### src/rtl/csla_pkg.sv
// Shared helpers for the carry-select adder family: stage count and width legality.
package csla_pkg;

    function automatic int unsigned csla_nstg(input int unsigned width, input int unsigned block);
        return (block == 0) ? 1 : width / block;
    endfunction

    function automatic bit csla_width_ok(input int unsigned width, input int unsigned block);
        return (block != 0) && (width >= block) && ((width % block) == 0);
    endfunction

endpackage

### src/rtl/csla_slice.sv
// One carry-select slice: two ripple sums (carry-in 0 and 1) muxed on the incoming carry.
module csla_slice #(
    parameter int unsigned BLOCK = 16
) (
    input  logic [BLOCK-1:0] a,
    input  logic [BLOCK-1:0] b,
    input  logic             c_sel,
    output logic [BLOCK-1:0] sum,
    output logic             cout,
    output logic             c_msb_in
);

    logic [BLOCK-1:0] sum0, sum1;
    logic             co0, co1, msb0, msb1;
    logic             k0, k1;

    always_comb begin
        sum0 = '0;
        sum1 = '0;
        msb0 = 1'b0;
        msb1 = 1'b0;
        k0   = 1'b0;
        k1   = 1'b1;
        for (int i = 0; i < int'(BLOCK); i++) begin
            // Carry into the top bit feeds the signed-overflow detector.
            if (i == int'(BLOCK) - 1) begin
                msb0 = k0;
                msb1 = k1;
            end
            sum0[i] = a[i] ^ b[i] ^ k0;
            sum1[i] = a[i] ^ b[i] ^ k1;
            k0 = (a[i] & b[i]) | (k0 & (a[i] ^ b[i]));
            k1 = (a[i] & b[i]) | (k1 & (a[i] ^ b[i]));
        end
        co0 = k0;
        co1 = k1;
    end

    assign sum      = c_sel ? sum1 : sum0;
    assign cout     = c_sel ? co1  : co0;
    assign c_msb_in = c_sel ? msb1 : msb0;

endmodule

### src/rtl/csla_pipe.sv
// Pipelined carry-select adder/subtractor: one slice per stage, carry ripples one stage per cycle.
module csla_pipe
    import csla_pkg::*;
#(
    parameter int unsigned WIDTH = 64,
    parameter int unsigned BLOCK = 16
) (
    input  logic             clk,
    input  logic             rst_n,
    input  logic             in_valid,
    output logic             in_ready,
    input  logic [WIDTH-1:0] a,
    input  logic [WIDTH-1:0] b,
    input  logic             cin,
    input  logic             sub,
    output logic             out_valid,
    input  logic             out_ready,
    output logic [WIDTH-1:0] sum,
    output logic             cout,
    output logic             ovf
);

    localparam int unsigned NSTG = csla_nstg(WIDTH, BLOCK);

    if (!csla_width_ok(WIDTH, BLOCK)) begin : g_width_chk
        $error("csla_pipe: WIDTH must be a nonzero multiple of BLOCK");
    end

    logic                       en;
    logic [NSTG-1:0]            valid_q, carry_q, cmsb_q;
    logic [NSTG-1:0]            stg_v, stg_c, slice_cout, slice_cmsb;
    logic [NSTG-1:0][WIDTH-1:0] opa_q, opb_q, sum_q;
    logic [NSTG-1:0][WIDTH-1:0] stg_a, stg_b, stg_sum, nxt_sum;
    logic [NSTG-1:0][BLOCK-1:0] slice_sum;

    // Whole pipe advances together; it only holds when the output is blocked.
    assign en       = !(valid_q[NSTG-1] && !out_ready);
    assign in_ready = en;

    // Stage inputs: stage 0 takes the ports, stage k takes stage k-1's registers.
    always_comb begin
        stg_v      = '0;
        stg_c      = '0;
        stg_a      = '0;
        stg_b      = '0;
        stg_sum    = '0;
        stg_v[0]   = in_valid;
        stg_a[0]   = a;
        stg_b[0]   = sub ? ~b : b;
        stg_c[0]   = sub | cin;
        for (int k = 1; k < int'(NSTG); k++) begin
            stg_v[k]   = valid_q[k-1];
            stg_a[k]   = opa_q[k-1];
            stg_b[k]   = opb_q[k-1];
            stg_c[k]   = carry_q[k-1];
            stg_sum[k] = sum_q[k-1];
        end
    end

    for (genvar k = 0; k < NSTG; k++) begin : g_slice
        csla_slice #(
            .BLOCK(BLOCK)
        ) u_slice (
            .a        (stg_a[k][k*BLOCK +: BLOCK]),
            .b        (stg_b[k][k*BLOCK +: BLOCK]),
            .c_sel    (stg_c[k]),
            .sum      (slice_sum[k]),
            .cout     (slice_cout[k]),
            .c_msb_in (slice_cmsb[k])
        );
    end

    always_comb begin
        nxt_sum = stg_sum;
        for (int k = 0; k < int'(NSTG); k++) begin
            nxt_sum[k][k*BLOCK +: BLOCK] = slice_sum[k];
        end
    end

    always_ff @(posedge clk or negedge rst_n) begin
        if (!rst_n) begin
            valid_q <= '0;
            carry_q <= '0;
            cmsb_q  <= '0;
            opa_q   <= '0;
            opb_q   <= '0;
            sum_q   <= '0;
        end else if (en) begin
            valid_q <= stg_v;
            carry_q <= slice_cout;
            cmsb_q  <= slice_cmsb;
            opa_q   <= stg_a;
            opb_q   <= stg_b;
            sum_q   <= nxt_sum;
        end
    end

    assign out_valid = valid_q[NSTG-1];
    assign sum       = sum_q[NSTG-1];
    assign cout      = carry_q[NSTG-1];
    assign ovf       = cmsb_q[NSTG-1] ^ carry_q[NSTG-1];

    // Last-stage operand copies and early-stage MSB carries have no consumer.
    logic unused_regs;
    assign unused_regs = ^{opa_q[NSTG-1], opb_q[NSTG-1], cmsb_q};

endmodule

### config.mk
export PLATFORM = sky130hd
export DESIGN_NAME = csla_pipe
export DESIGN_NICKNAME = d
export VERILOG_FILES = /design/src/rtl/csla_pkg.sv /design/src/rtl/csla_slice.sv /design/src/rtl/csla_pipe.sv
export SDC_FILE = /design/constraint.sdc
export NUM_CORES = 1
export LEC_CHECK = 0
export ABC_CLOCK_PERIOD_IN_PS = 6500
export CORE_MARGIN = 5
export CORE_UTILIZATION = 40
export CTS_CLUSTER_SIZE = 40
export DETAILED_ROUTE_END_ITERATION = 10
export GPL_TIMING_DRIVEN = 0
export MAX_ROUTING_LAYER = met4
export PLACE_DENSITY = 0.64
export SYNTH_ARGS = -nofsm -noshare
export SYNTH_HDL_FRONTEND = slang
export SYNTH_HIERARCHICAL = 1
export SYNTH_SLANG_ARGS = --single-unit
### constraint.sdc
create_clock -name clk -period 6.5 [get_ports clk]
set_input_delay 0.975 -clock clk [delete_from_list [all_inputs] [get_ports clk]]
set_output_delay 0.975 -clock clk [all_outputs]
set_load 0.1 [all_outputs]
* After elaboration in Yosys (flattened, before gate mapping)
Cells that the tools add are included.
** Word-level totals
- Logic and storage cells :: 528
- Register bits after elaboration :: 556
- Input port bits :: 134
- Output and inout bits :: 68
** Cells by class
- Reduce and logical (&&, ||, !) cells :: 3
- Multiplexer cells :: 13
- Bitwise logic cells :: 499
** Operators with widths (number)
- $xor 1x1->1 :: 185
- $and 1x1->1 :: 184
- $or 1x1->1 :: 125
- $mux 16 :: 4
- $mux 64 :: 1
- $not 64->64 :: 1
- $mux 1 :: 8
- $not 1->1 :: 4
- $logic_not 1->1 :: 2
- $logic_and 1x1->1 :: 1

* Longest topological paths before layout
Gate-level depths: netlist of the first run.
- Depth after elaboration :: 35
- Depth in mapped cells :: 24
- Gate-level depth less buffers :: 22

* By module
The synthesis of the first run kept the hierarchy.
** Modules (own cells, without submodules)
- csla_pipe :: cells an instance 837, area an instance 14312.5 sq um, times used 1, seq. area each 9033.7 sq um
- csla_slice :: cells an instance 30, area an instance 385.4 sq um, times used 4, seq. area each 0.0 sq um

* Worst setup path before layout of the first run
OpenSTA, ideal clock, no wires.
- Kind :: input port to flip-flop
- Start point :: input port sub
- End point :: register sum_q (netlist bit nxt_sum[79])
- Setup slack :: -1007 ps
- Arrival time :: 7382 ps
- Required time :: 6375 ps
- Path buffers :: 2
- Library setup time :: 125 ps
- Cell stages on the path :: 22
- Cell sequence :: buf_4 > buf_4 > or2_2 > mux2i_1 > fa_1 > fa_1 > fa_1 > fa_1 > fa_1 > fa_1 > fa_1 > fa_1 > fa_1 > fa_1 > fa_1 > fa_1 > inv_1 > fa_1 > fa_1 > inv_1 > fa_1 > mux2_2
** RTL lines
- start, declared :: RTL line csla_pipe.sv:15 : input logic sub,
- end signal, assigned :: RTL line csla_pipe.sv:94 : sum_q <= nxt_sum;
- end, declared :: RTL line csla_pipe.sv:32 : logic [NSTG-1:0][WIDTH-1:0] opa_q, opb_q, sum_q;

==> impl_metrics.py, run 1 <==
metrics = {
    "sta": {
        "max_freq_ghz": 0.1536,
        "rsz0062_at_grt": "yes",
        "finalHoldViolations": 0,
        "finalWorstSetupSlack_ps": -9.519,
        "maxSlewViolCount": 0,
        "setup_viol": 1,
        "max-slew-margin-rel_pct": 29.36,
        "min_period_ps": 6510,
        "worst_slew_pin_slew_ps": 1056,
        "final.setup.tns_ps": -9.519,
        "finalClockSkew_ps": 25.36,
        "fin_crit_sh_pct": 100.1,
    },
    "pwr": {
        "p_int_w": 0.006763,
        "switching_power_w": 0.004304,
        "power_density_nw_per_um2": 551.3,
        "share_seq_of_total_power_pct": 35.1,
        "p_leak_nw": 8.662,
        "ir_worst_vdd_uv": 440.7,
        "combPwrFrac_pct": 44.9,
        "sw_frac_of_total_pct": 38.89,
        "pwr-share-clk_pct": 19.9,
    },
    "global_routing": {
        "grt_max_degree": 127,
        "grt_first_pass_wirelength_um": 51270,
        "grt_pass1_vias": 9138,
        "track_usage_pct": 15.15,
        "antenna_found_initial": 3,
        "gr-total-overflow": 0,
    },
    "clock_network": {
        "cts-hold-fix-buffers": 0,
        "cts_buffers": 40,
        "cts.sinks": 361,
        "ctsHtreeMaxLevel": 2,
        "clk_path_buf_depth": 3,
        "cts-root-buf": "clkbuf_16",
        "path_clk_slew_ps": 60,
        "clk_latency_ps": 530,
        "cts_tree": "done",
    },
    "floorplan": {
        "fp.dieW_um": 209.1,
        "rows": 73,
        "die_area_um2": 43720,
        "io_pins": 202,
        "initial_core_util_pct": 40.18,
        "die_h_um": 209.1,
        "placeableCoreArea_um2": 39460,
    },
    "route": {
        "wl_per_cell_um": 17.97,
        "route.detailed.drc": 0,
        "drt_iter0_markers": 262,
        "viasPerCell": 4.628,
        "dr.pass1.iters": 4,
        "routed_wl_um": 31630,
        "vias": 8145,
        "ant_nets": 0,
    },
    "worst_setup_path": {
        "slowest_stage": "fa_2",
        "cp_data_arrival_time_ps": 6920,
        "max_stage_delay_ps": 420,
        "crit_chain": "buf_16 -> xor2_2 -> ha_2 -> inv_2 -> mux2i_2 -> fa_2 -> fa_2 -> fa_2 -> fa_2 -> fa_2 -> fa_2 -> fa_2 -> fa_2 -> fa_2 -> fa_2 -> fa_2 -> fa_2 -> inv_2 -> fa_2 -> fa_2 -> inv_2 -> fa_2 -> mux2_4",
        "crit_fanout": 4,
        "cp-start-kind": "input port",
        "worstReg2RegStart": "opa_q[176]",
        "cp_common_cell": "fa_2",
        "crit_start": "sub",
        "path_class": "input port to register",
        "cp_num_buf_inv": 4,
        "cp_top_family": "adder cells",
        "cp.required_ps": 6910,
        "endpoint_kind": "register",
    },
    "finish": {
        "layout.nets": 1407,
        "multi_input_area_um2": 6427,
        "syn_to_final_growth_pct": 26.60,
        "drive_gt1_share_pct": 43.34,
        "fillers": 3350,
        "instances_no_fill": 1760,
        "final_common_cell": "dfrtp_1",
        "seq_area_um2": 9034,
        "final_cell_mix": "361 x dfrtp_1, 290 x mux2_2, 195 x clkdlybuf4s50_1",
    },
    "logic_synthesis": {
        "synth_area_um2": 15850,
        "yosysUniqueCellTypes": 15,
        "synth_fp_nets": 1159,
        "synth-warning-count": 6,
        "synth-seq-area-share_pct": 56.98,
        "synthCells": 957,
        "syn_avg_cell_area_um2": 16.57,
        "ys_seq_elements": 361,
    },
    "place": {
        "routabilityCongestion": 0.7817,
        "io_buffers": 200,
        "place_inst": 1684,
        "hpwl_um": 22950,
    },
    "flow_run": {
        "drv_cap": 0,
    },
    "hold_path": {
        "hp-class": "register to register",
        "hold_path.startpoint": "valid_q[2]",
    },
    "run_status": {
        "violations": "negative setup slack",
        "status": "finished with violations",
    },
}
## layer usage
metal	track usage, %	vias to the layer above	routed length, um
met3	3.618	36	1405
met1	20.10	4211	14450
met5	-	-	0
met2	23.88	154	15260
li1	-	3744	-
met4	3.623	0	518
## final timing paths
check / to / slack (ps) / cells past startpoint
setup / recovery: nxt_sum[79] / -10 / 23
hold / removal: valid_q[3] / 440 / 1
setup reg to reg: sum[63] / 200 / 21
hold reg to reg: valid_q[3] / 440 / 1
max in group asynchronous: opa_q[109] / 4810 / 2
min in group asynchronous: sum[12] / 510 / 1
## sequential cells by signal (all words and copies together), names as in the netlist
| signal | flops |
|---|---|
| cmsb_q | 1 |
| opa_q | 96 |
| carry_q | 4 |
| opb_q | 96 |
| sum | 64 |
| valid_q | 4 |
| nxt_sum | 96 |
## per-stage QoR
step	total power, W	util [%]	setup WS (ps)	cell area, um^2	hold WS [ps]
after detailed placement	0.008898	47.26	-881.9	18650	460.5
after global placement	0.008797	47.10	-11350	18590	443.6
final	0.01107	50.87	-9.519	20070	444.8
after CTS	0.01122	50.75	2.423	20020	448.1
after floorplan	0.007569	-	-450.0	15930	428.5
after global routing	0.01176	50.87	-124.2	20070	494.9
## cell families after synthesis
| logic type | after synthesis | synth area share, % |
|---|---|---|
| XOR/XNOR | 69 | 3.812 |
| adder cells (fa/ha/maj) | 68 | 8.208 |
| buffers and inverters | 92 | 3.401 |
| flip-flops | 361 | 56.98 |
| multiplexers | 364 | 27.43 |
| AND/OR/NAND/NOR | 3 | 0.1658 |
## final cells by class
type,count,area share [%]
sequential,361,45.01
multi-input combinational,504,32.02
timing repair buffer,207,10.42
clock buffer,61,6.084
tap,525,3.273
buffer,46,1.907
inverter,45,0.8415
clock inverter,8,0.4052
antenna,3,0.03740
## synthesized netlist by cell type
| cell type | count | share of area (%) |
|---|---|---|
| mux2_4 | 68 | 6.4 |
| fa_1 | 60 | 7.6 |
| buf_6 | 12 | 0.85 |
| mux2_2 | 292 | 21 |
| dfrtp_1 | 361 | 57 |
| inv_1 | 44 | 1.0 |
| nand2b_1 | 1 | 0.039 |
| nor2b_4 | 1 | 0.087 |
| or2_2 | 1 | 0.039 |
| buf_2 | 11 | 0.35 |
| buf_4 | 24 | 1.1 |
| inv_2 | 1 | 0.024 |
| ha_1 | 8 | 0.63 |
| xor2_1 | 69 | 3.8 |
| mux2i_1 | 4 | 0.25 |
## power groups by stage
stage	combinational, W	clock [W]	sequential (W)
global route	0.00535	0.00238	0.00403
global placement	0.00488	0	0.00391
floorplan	0.00229	0	0.00528
detailed placement	0.00497	0	0.00393
finish	0.00497	0.00221	0.00389
CTS	0.00503	0.00228	0.00391
## repair_timing
item | 4_1_cts | 5_1_grt
setup endpoints to repair | 8 | 8
pin swaps | 1 | 2
setup buffers | 4 | 1
resized for setup | 34 | 13
(Power assumes the default switching activity.)
==> run 2: changes to the inputs <==
--- a/constraint.sdc
+++ b/constraint.sdc
@@ -3,2 +3,2 @@
 set_output_delay 0.975 -clock clk [all_outputs]
-set_load 0.1 [all_outputs]
+set_load 0.05 [all_outputs]
==> results of run 2 <==
Same layout as run 1 (identical final DEF). Status: finished with violations: negative setup slack.
Among the figures that moved: total power 0.01107 W -> 0.01022 W; worst IR drop on VDD 440.7 uV -> 312.2 uV
